`src/rtl/cpu_isa_pkg.sv`:
```
// Shared ISA definitions for the fetch and decode/control blocks:
// instruction width, field bit positions, opcode map, fetch state encoding
// and the opcode legality helper.
package cpu_isa_pkg;

    localparam int INSTR_W = 32;

    localparam int OP_W  = 6;
    localparam int REG_W = 5;
    localparam int IMM_W = 16;

    localparam int OP_MSB  = 31;
    localparam int OP_LSB  = 26;
    localparam int RS_MSB  = 25;
    localparam int RS_LSB  = 21;
    localparam int RT_MSB  = 20;
    localparam int RT_LSB  = 16;
    localparam int RD_MSB  = 15;
    localparam int RD_LSB  = 11;
    localparam int IMM_MSB = 15;
    localparam int IMM_LSB = 0;

    localparam logic [OP_W-1:0] OP_ADD      = 6'd0;
    localparam logic [OP_W-1:0] OP_SUB      = 6'd1;
    localparam logic [OP_W-1:0] OP_MUL      = 6'd2;
    localparam logic [OP_W-1:0] OP_AND      = 6'd3;
    localparam logic [OP_W-1:0] OP_OR       = 6'd4;
    localparam logic [OP_W-1:0] OP_LBD      = 6'd10;
    localparam logic [OP_W-1:0] OP_LDW      = 6'd11;
    localparam logic [OP_W-1:0] OP_STB      = 6'd12;
    localparam logic [OP_W-1:0] OP_STW      = 6'd13;
    localparam logic [OP_W-1:0] OP_MOV      = 6'd14;
    localparam logic [OP_W-1:0] OP_BEQ      = 6'd20;
    localparam logic [OP_W-1:0] OP_JUMP     = 6'd21;
    localparam logic [OP_W-1:0] OP_TLBWRITE = 6'd30;
    localparam logic [OP_W-1:0] OP_IRET     = 6'd31;

    typedef enum logic [1:0] {
        FETCH = 2'd0,
        WAIT  = 2'd1,
        HOLD  = 2'd2
    } fetch_state_t;

    // True when the opcode is part of the supported instruction map.
    function automatic logic is_legal_op(input logic [OP_W-1:0] op_in);
        case (op_in)
            OP_ADD, OP_SUB, OP_MUL, OP_AND, OP_OR,
            OP_LBD, OP_LDW, OP_STB, OP_STW, OP_MOV,
            OP_BEQ, OP_JUMP, OP_TLBWRITE, OP_IRET: return 1'b1;
            default:                               return 1'b0;
        endcase
    endfunction

endpackage

```
`src/rtl/instr_fetch.sv`:
```
// Instruction fetch: one outstanding imem request, one-entry instruction
// buffer presented to decode, branch redirect with squash of in-flight data.
// Optional build macro: ILLEGAL_OP_EN (registers an illegal-opcode flag with
// the held instruction; when undefined illegal_op is tied low).
//
//  state | meaning
//  ------+-------------------------------------------------------------
//  FETCH | imem_req high at fetch_pc, waiting for gnt
//  WAIT  | request accepted, waiting for rvalid (squash drops the word)
//  HOLD  | instruction held for decode until dec_ready or a redirect
module instr_fetch
    import cpu_isa_pkg::*;
#(
    parameter int                ADDR_W   = 32,
    parameter logic [ADDR_W-1:0] RESET_PC = '0
) (
    input  logic                clk,
    input  logic                rst_n,
    output logic                imem_req,
    output logic [ADDR_W-1:0]   imem_addr,
    input  logic                imem_gnt,
    input  logic                imem_rvalid,
    input  logic [INSTR_W-1:0]  imem_rdata,
    output logic                instr_valid,
    input  logic                dec_ready,
    output logic [OP_W-1:0]     op,
    output logic [REG_W-1:0]    rs,
    output logic [REG_W-1:0]    rt,
    output logic [REG_W-1:0]    rd,
    output logic [IMM_W-1:0]    imm16,
    output logic [ADDR_W-1:0]   pc,
    input  logic                branch_taken,
    input  logic [ADDR_W-1:0]   branch_target,
    output logic                illegal_op
);

    fetch_state_t         state, state_next;
    logic [ADDR_W-1:0]    fetch_pc, fetch_pc_next;
    logic                 squash, squash_next;
    logic                 load_instr;
    logic [INSTR_W-1:0]   instr_q;
    logic [ADDR_W-1:0]    pc_q;

    // State, fetch address and squash flag registers.
    always_ff @(posedge clk or negedge rst_n) begin
        if (!rst_n) begin
            state    <= FETCH;
            fetch_pc <= RESET_PC;
            squash   <= 1'b0;
        end else begin
            state    <= state_next;
            fetch_pc <= fetch_pc_next;
            squash   <= squash_next;
        end
    end

    // Next-state logic; a redirect overrides the fetch address in every state.
    always_comb begin
        state_next    = state;
        fetch_pc_next = fetch_pc;
        squash_next   = squash;
        load_instr    = 1'b0;
        case (state)
            FETCH: begin
                if (imem_gnt) begin
                    state_next  = WAIT;
                    squash_next = branch_taken;
                end
            end
            WAIT: begin
                if (imem_rvalid) begin
                    squash_next = 1'b0;
                    // A redirect arriving with the data kills that word too.
                    if (squash || branch_taken) begin
                        state_next = FETCH;
                    end else begin
                        state_next    = HOLD;
                        load_instr    = 1'b1;
                        fetch_pc_next = fetch_pc + ADDR_W'(4);
                    end
                end else if (branch_taken) begin
                    squash_next = 1'b1;
                end
            end
            HOLD: begin
                if (branch_taken || dec_ready) begin
                    state_next = FETCH;
                end
            end
            default: begin
                state_next = FETCH;
            end
        endcase
        if (branch_taken) begin
            fetch_pc_next = branch_target & ~ADDR_W'(3);
        end
    end

    // Held instruction word and its address.
    always_ff @(posedge clk or negedge rst_n) begin
        if (!rst_n) begin
            instr_q <= '0;
            pc_q    <= '0;
        end else if (load_instr) begin
            instr_q <= imem_rdata;
            pc_q    <= fetch_pc;
        end
    end

`ifdef ILLEGAL_OP_EN
    logic illegal_q;

    // Illegal-opcode flag captured alongside the instruction word.
    always_ff @(posedge clk or negedge rst_n) begin
        if (!rst_n) begin
            illegal_q <= 1'b0;
        end else if (load_instr) begin
            illegal_q <= ~is_legal_op(imem_rdata[OP_MSB:OP_LSB]);
        end
    end

    assign illegal_op = illegal_q;
`else
    assign illegal_op = 1'b0;
`endif

    // The request is suppressed while reset is asserted even though the
    // state register already sits in FETCH.
    assign imem_req    = rst_n && (state == FETCH);
    assign imem_addr   = fetch_pc;
    assign instr_valid = (state == HOLD);
    assign op          = instr_q[OP_MSB:OP_LSB];
    assign rs          = instr_q[RS_MSB:RS_LSB];
    assign rt          = instr_q[RT_MSB:RT_LSB];
    assign rd          = instr_q[RD_MSB:RD_LSB];
    assign imm16       = instr_q[IMM_MSB:IMM_LSB];
    assign pc          = pc_q;

endmodule

```
`config.mk`:
```
export PLATFORM = sky130hd
export DESIGN_NAME = instr_fetch
export DESIGN_NICKNAME = d
export VERILOG_FILES = /design/src/rtl/cpu_isa_pkg.sv /design/src/rtl/instr_fetch.sv
export SDC_FILE = /design/constraint.sdc
export NUM_CORES = 1
export LEC_CHECK = 0
export ABC_CLOCK_PERIOD_IN_PS = 2800
export CORE_MARGIN = 5
export CORE_UTILIZATION = 43
export DETAILED_ROUTE_END_ITERATION = 10
export GPL_ROUTABILITY_DRIVEN = 0
export PLACE_DENSITY = 0.81
export SLEW_MARGIN = 20
export SYNTH_ARGS = -nofsm -noshare
export SYNTH_HDL_FRONTEND = slang
export SYNTH_SLANG_ARGS = --single-unit
```
`constraint.sdc`:
```
create_clock -name clk -period 2.8 [get_ports clk]
set_input_delay 0.42 -clock clk [delete_from_list [all_inputs] [get_ports clk]]
set_output_delay 0.42 -clock clk [all_outputs]
set_load 0.05 [all_outputs]
```
Word-level counts from Yosys, hierarchy flattened
Index checks and enable logic that the tools add are counted.
- bits of input ports: 70
- register bits: 99
- word-level logic and storage cells: 39
- output and inout bits: 104
- reductions and logical operators: 10
- multiplexer cells: 16
- eq/ne operators: 7
- $add $sub $neg: 1
- operator list (operator ; number):
    two-way mux 32 bit ; 4
    adder 32 x 3 -> 32 bit (second input constant) ; 1
    AND reduction 3 bit ; 3
    two-way mux 2 bit ; 4
    two-way mux 1 bit ; 6
    != test 2 bit (second input constant) ; 3
    one-hot mux 2 bit (3 select lines) ; 1
    nonzero test 2 bit ; 3
    != test 3 bit (second input constant) ; 1
    == test 2 x 1 -> 1 bit (second input constant) ; 1
    == test 2 bit (second input constant) ; 1
    logical NOT 2 bit ; 1
    logical OR 1 bit ; 2
    != test 2 x 1 -> 1 bit (second input constant) ; 1
    one-hot mux 1 bit (2 select lines) ; 1
    logical AND 1 bit ; 1

Longest topological paths before layout
- depth after elaboration: 5
- mapped depth: 7
- mapped depth without buffers: 5

Worst setup path before layout
OpenSTA, ideal clock, no wires.
- kind: register to register
- from: register fetch_pc[8], in the netlist imem_addr[8]
- to: register fetch_pc[26], in the netlist imem_addr[26]
- setup slack: 0.471 ns
- stages on the path, launching flop included: 7
- path buffers: 2
- data required time: 2.718 ns
- arrival time: 2.247 ns
- library setup time: 0.082 ns
- cell sequence: dfrtp_1 > nand3_1 > or4_4 > buf_6 > buf_6 > or4_1 > a31oi_1
- longest elaborated chain between the ends: 5
- RTL lines (item ; RTL line ; text):
    from (decl) ; instr_fetch.sv:38 ; logic [ADDR_W-1:0] fetch_pc, fetch_pc_next;
    from (signal assigned) ; instr_fetch.sv:52 ; fetch_pc <= fetch_pc_next;
    adder 32 x 3 -> 32 bit ; instr_fetch.sv:79 ; fetch_pc_next = fetch_pc + ADDR_W'(4);
    two-way mux 32 bit ; instr_fetch.sv:74 ; if (squash || branch_taken) begin
    two-way mux 32 bit ; instr_fetch.sv:71 ; if (imem_rvalid) begin
    two-way mux 32 bit ; instr_fetch.sv:63 ; case (state)
    two-way mux 32 bit ; instr_fetch.sv:94 ; if (branch_taken) begin
No other way between the ends. The select of a mux whose other input is x is not followed.
A chain may end at the register's enable or synchronous reset.

Worst setup path after layout
- from: register fetch_pc[2], in the netlist imem_addr[2]
- to: register fetch_pc[24], in the netlist imem_addr[24]
The elaborated chain is that of the path after synthesis.

==> out/results.ini <==
[status]
status = finished clean

[critical_path]
critPathMaxFanout = 18
path_depth = 5
arrival_ns = 2.56
rr_worst_depth = 5
critical_path_class = reg2reg
path_delay_family = simple AND/OR/NAND/NOR gates
cp.required_ns = 3.08
rrSetupSlack_ns = 0.52
cp_slowest_stage_delay_ns = 0.61
crit_chain = ha_1, nand4b_1, or3_1, or4_1, a31oi_1
start_kind = flip-flop
end_kind = flip-flop
critPathBufInv = 0
cp_slowest_cell = or3_1

[min_path]
min_path_type = in2async

[grt]
overflow = 0
grt_pass1_wl_um = 17500
gr-usage-all-layers = 0.186
grt_antenna_before_repair = 0
grt_pass1_vias = 3481
grt_max_degree = 57

[route]
remaining_drc_errors = 0
vias = 3407
vias_per_cell = 5.17
routedWlPerCell_um = 16.7
drt-initial-drc-count = 119
drtPass1Iterations = 4
detail-route-antenna-nets = 0
wl_um = 11000

[die]
io-pin-count = 174
die_area_sq_um = 12100
initial_core_util = 0.441
rows = 36
die_h_um = 110
die_w_um = 110
core_sq_um = 9770

[timing]
slew_viol_final = 0
holdWs_ns = 0.0195
worst_slew_pin_slew_ns = 0.705
setup_viol = 0
rsz0062_at_grt = false
maxSlewHeadroom = 0.530
postLayoutSetupSlackWorst_ns = 0.520
skew_ns = 0.00828
timing_hold_violations_final = 0
min_period_over_period = 0.814
tns_ns = 0
fin_crit_ns = 2.28
fmax_ghz = 0.439

[finish]
num-nets-final = 594
fin_util = 0.635
syn_to_final_growth_pct = 44.0
diodes = 0
drive_gt1_frac = 0.169
final_cell_mix = clkdlybuf4s50_1 (164), dfrtp_1 (95), mux2_2 (62), nor2_1 (28), nand2_1 (19)
layout_commonest_cell = clkdlybuf4s50_1

[flow_run]
drv_cap = 0

[logic_synthesis]
netlist_instances = 367
synthArstFlopShare = 1.00
avgSynthCellArea_sq_um = 11.7
yosysWarnings = 0
synth_ff_type = dfrtp_1
synth_edf_count = 0
synth_seq_cells = 95
seq_area_frac_synth = 0.552
synth_cell_types = 38
syn-cell-area_sq_um = 4310

[placement]
port_buffers = 166
place_ws_ns = 0.253
dp_hpwl_um = 8180

[power]
power_density_nw_per_um2 = 1080
peakVddDrop_v = 0.000565
totalPowerFinal_mw = 6.71
p_leak_nw = 2.43

[cts]
cts_setup_buffers = 0
cts_hold_buf = 0
cts-root-buf = clkbuf_8
clkTransAtPathRegs_ns = 0.09
cts_sinks = 95
cts_resized = 0
clk_path_buf_depth = 2
clock_latency_ns = 0.36
numCtsBuffers = 9
tritoncts = built
cts-htree-levels = 3

area by class of cell:
type,instances,area [sq um]
fill,789,3570
sequential,95,2380
multi-input combinational,236,1740
timing repair buffer,173,1720
tap,133,166
clock buffer,13,159
inverter,8,30.0
clock inverter,1,5.00
final timing paths:
check | startpoint | end
worst max-delay path | imem_addr[2]$_DFFE_PN0P_ | imem_addr[24]$_DFFE_PN0P_
max in group asynchronous | rst_n | imem_addr[11]$_DFFE_PN0P_
min in group clk | pc[30]$_DFFE_PN0P_ | pc[30]$_DFFE_PN0P_
worst min register to register | pc[30]$_DFFE_PN0P_ | pc[30]$_DFFE_PN0P_
worst min-delay path | rst_n | pc[9]$_DFFE_PN0P_
worst max register to register | imem_addr[2]$_DFFE_PN0P_ | imem_addr[24]$_DFFE_PN0P_
stage by stage:
| stage | std cells | cell area, sq um |
|---|---|---|
| after floorplan | 371 | 4320 |
| after global placement | 645 | 6040 |
| after detailed placement | 645 | 6040 |
| after CTS | 659 | 6200 |
| after global routing | 659 | 6200 |
| final | 659 | 6200 |
logic make-up (layout without fill, tap and decap cells):
kind of cell,Yosys count,in the layout,synth area share
flops,95,95,0.552
xor+xnor,9,9,0.0183
compound gates,52,52,0.0778
other cells,1,5,0.000870
fa+ha+maj,1,1,0.00290
simple gates,105,105,0.133
buf+inv,40,195,0.0488
mux,64,64,0.167
synth_stat cells, drive strengths merged, types with 2 or more instances:
master   n  share of area
dfrtp   95           0.55
mux2    62           0.16
nor2    29          0.025
buf     19          0.030
nand2   19          0.017
a31oi   18          0.026
or4     17          0.030
o31ai   16          0.028
clkbuf  13          0.011
o21ai   13          0.015
inv      8         0.0070
nand3    8          0.010
xnor2    8          0.016
nand4    7          0.010
or3      5         0.0073
nor4     4         0.0058
and4     3         0.0061
a21oi    2         0.0023
and2     2         0.0029
mux2i    2         0.0046
nand2b   2         0.0029
nand4b   2         0.0041
nor3     2         0.0023
o31a     2         0.0041
or2      2         0.0029
flip-flops by register name, indices dropped and copies added (netlist names):
name	count
instr_q	32
imem_addr	30
pc	30
state	2
squash	1
worst reg2reg max path: stages, from the launching register on:
cell      delay (ns)
dfrtp_1         0.43
ha_1            0.21
nand4b_1        0.21
or3_1           0.61
or4_1           0.55
a31oi_1         0.19
where the power goes:
part	total (mW)	switching [mW]	internal [mW]
sequential	2.17	0.311	1.86
clock	0.802	0.441	0.362
combinational	3.74	2.40	1.34
routing by layer:
metal	vias up	wire length, um	global-route usage
met5	-	0	0
met4	0	168	0.0695
met3	14	751	0.0408
met2	99	5600	0.313
met1	1664	4480	0.234
li1	1630	-	-
No activity file was read; power rests on OpenSTA's default activity.
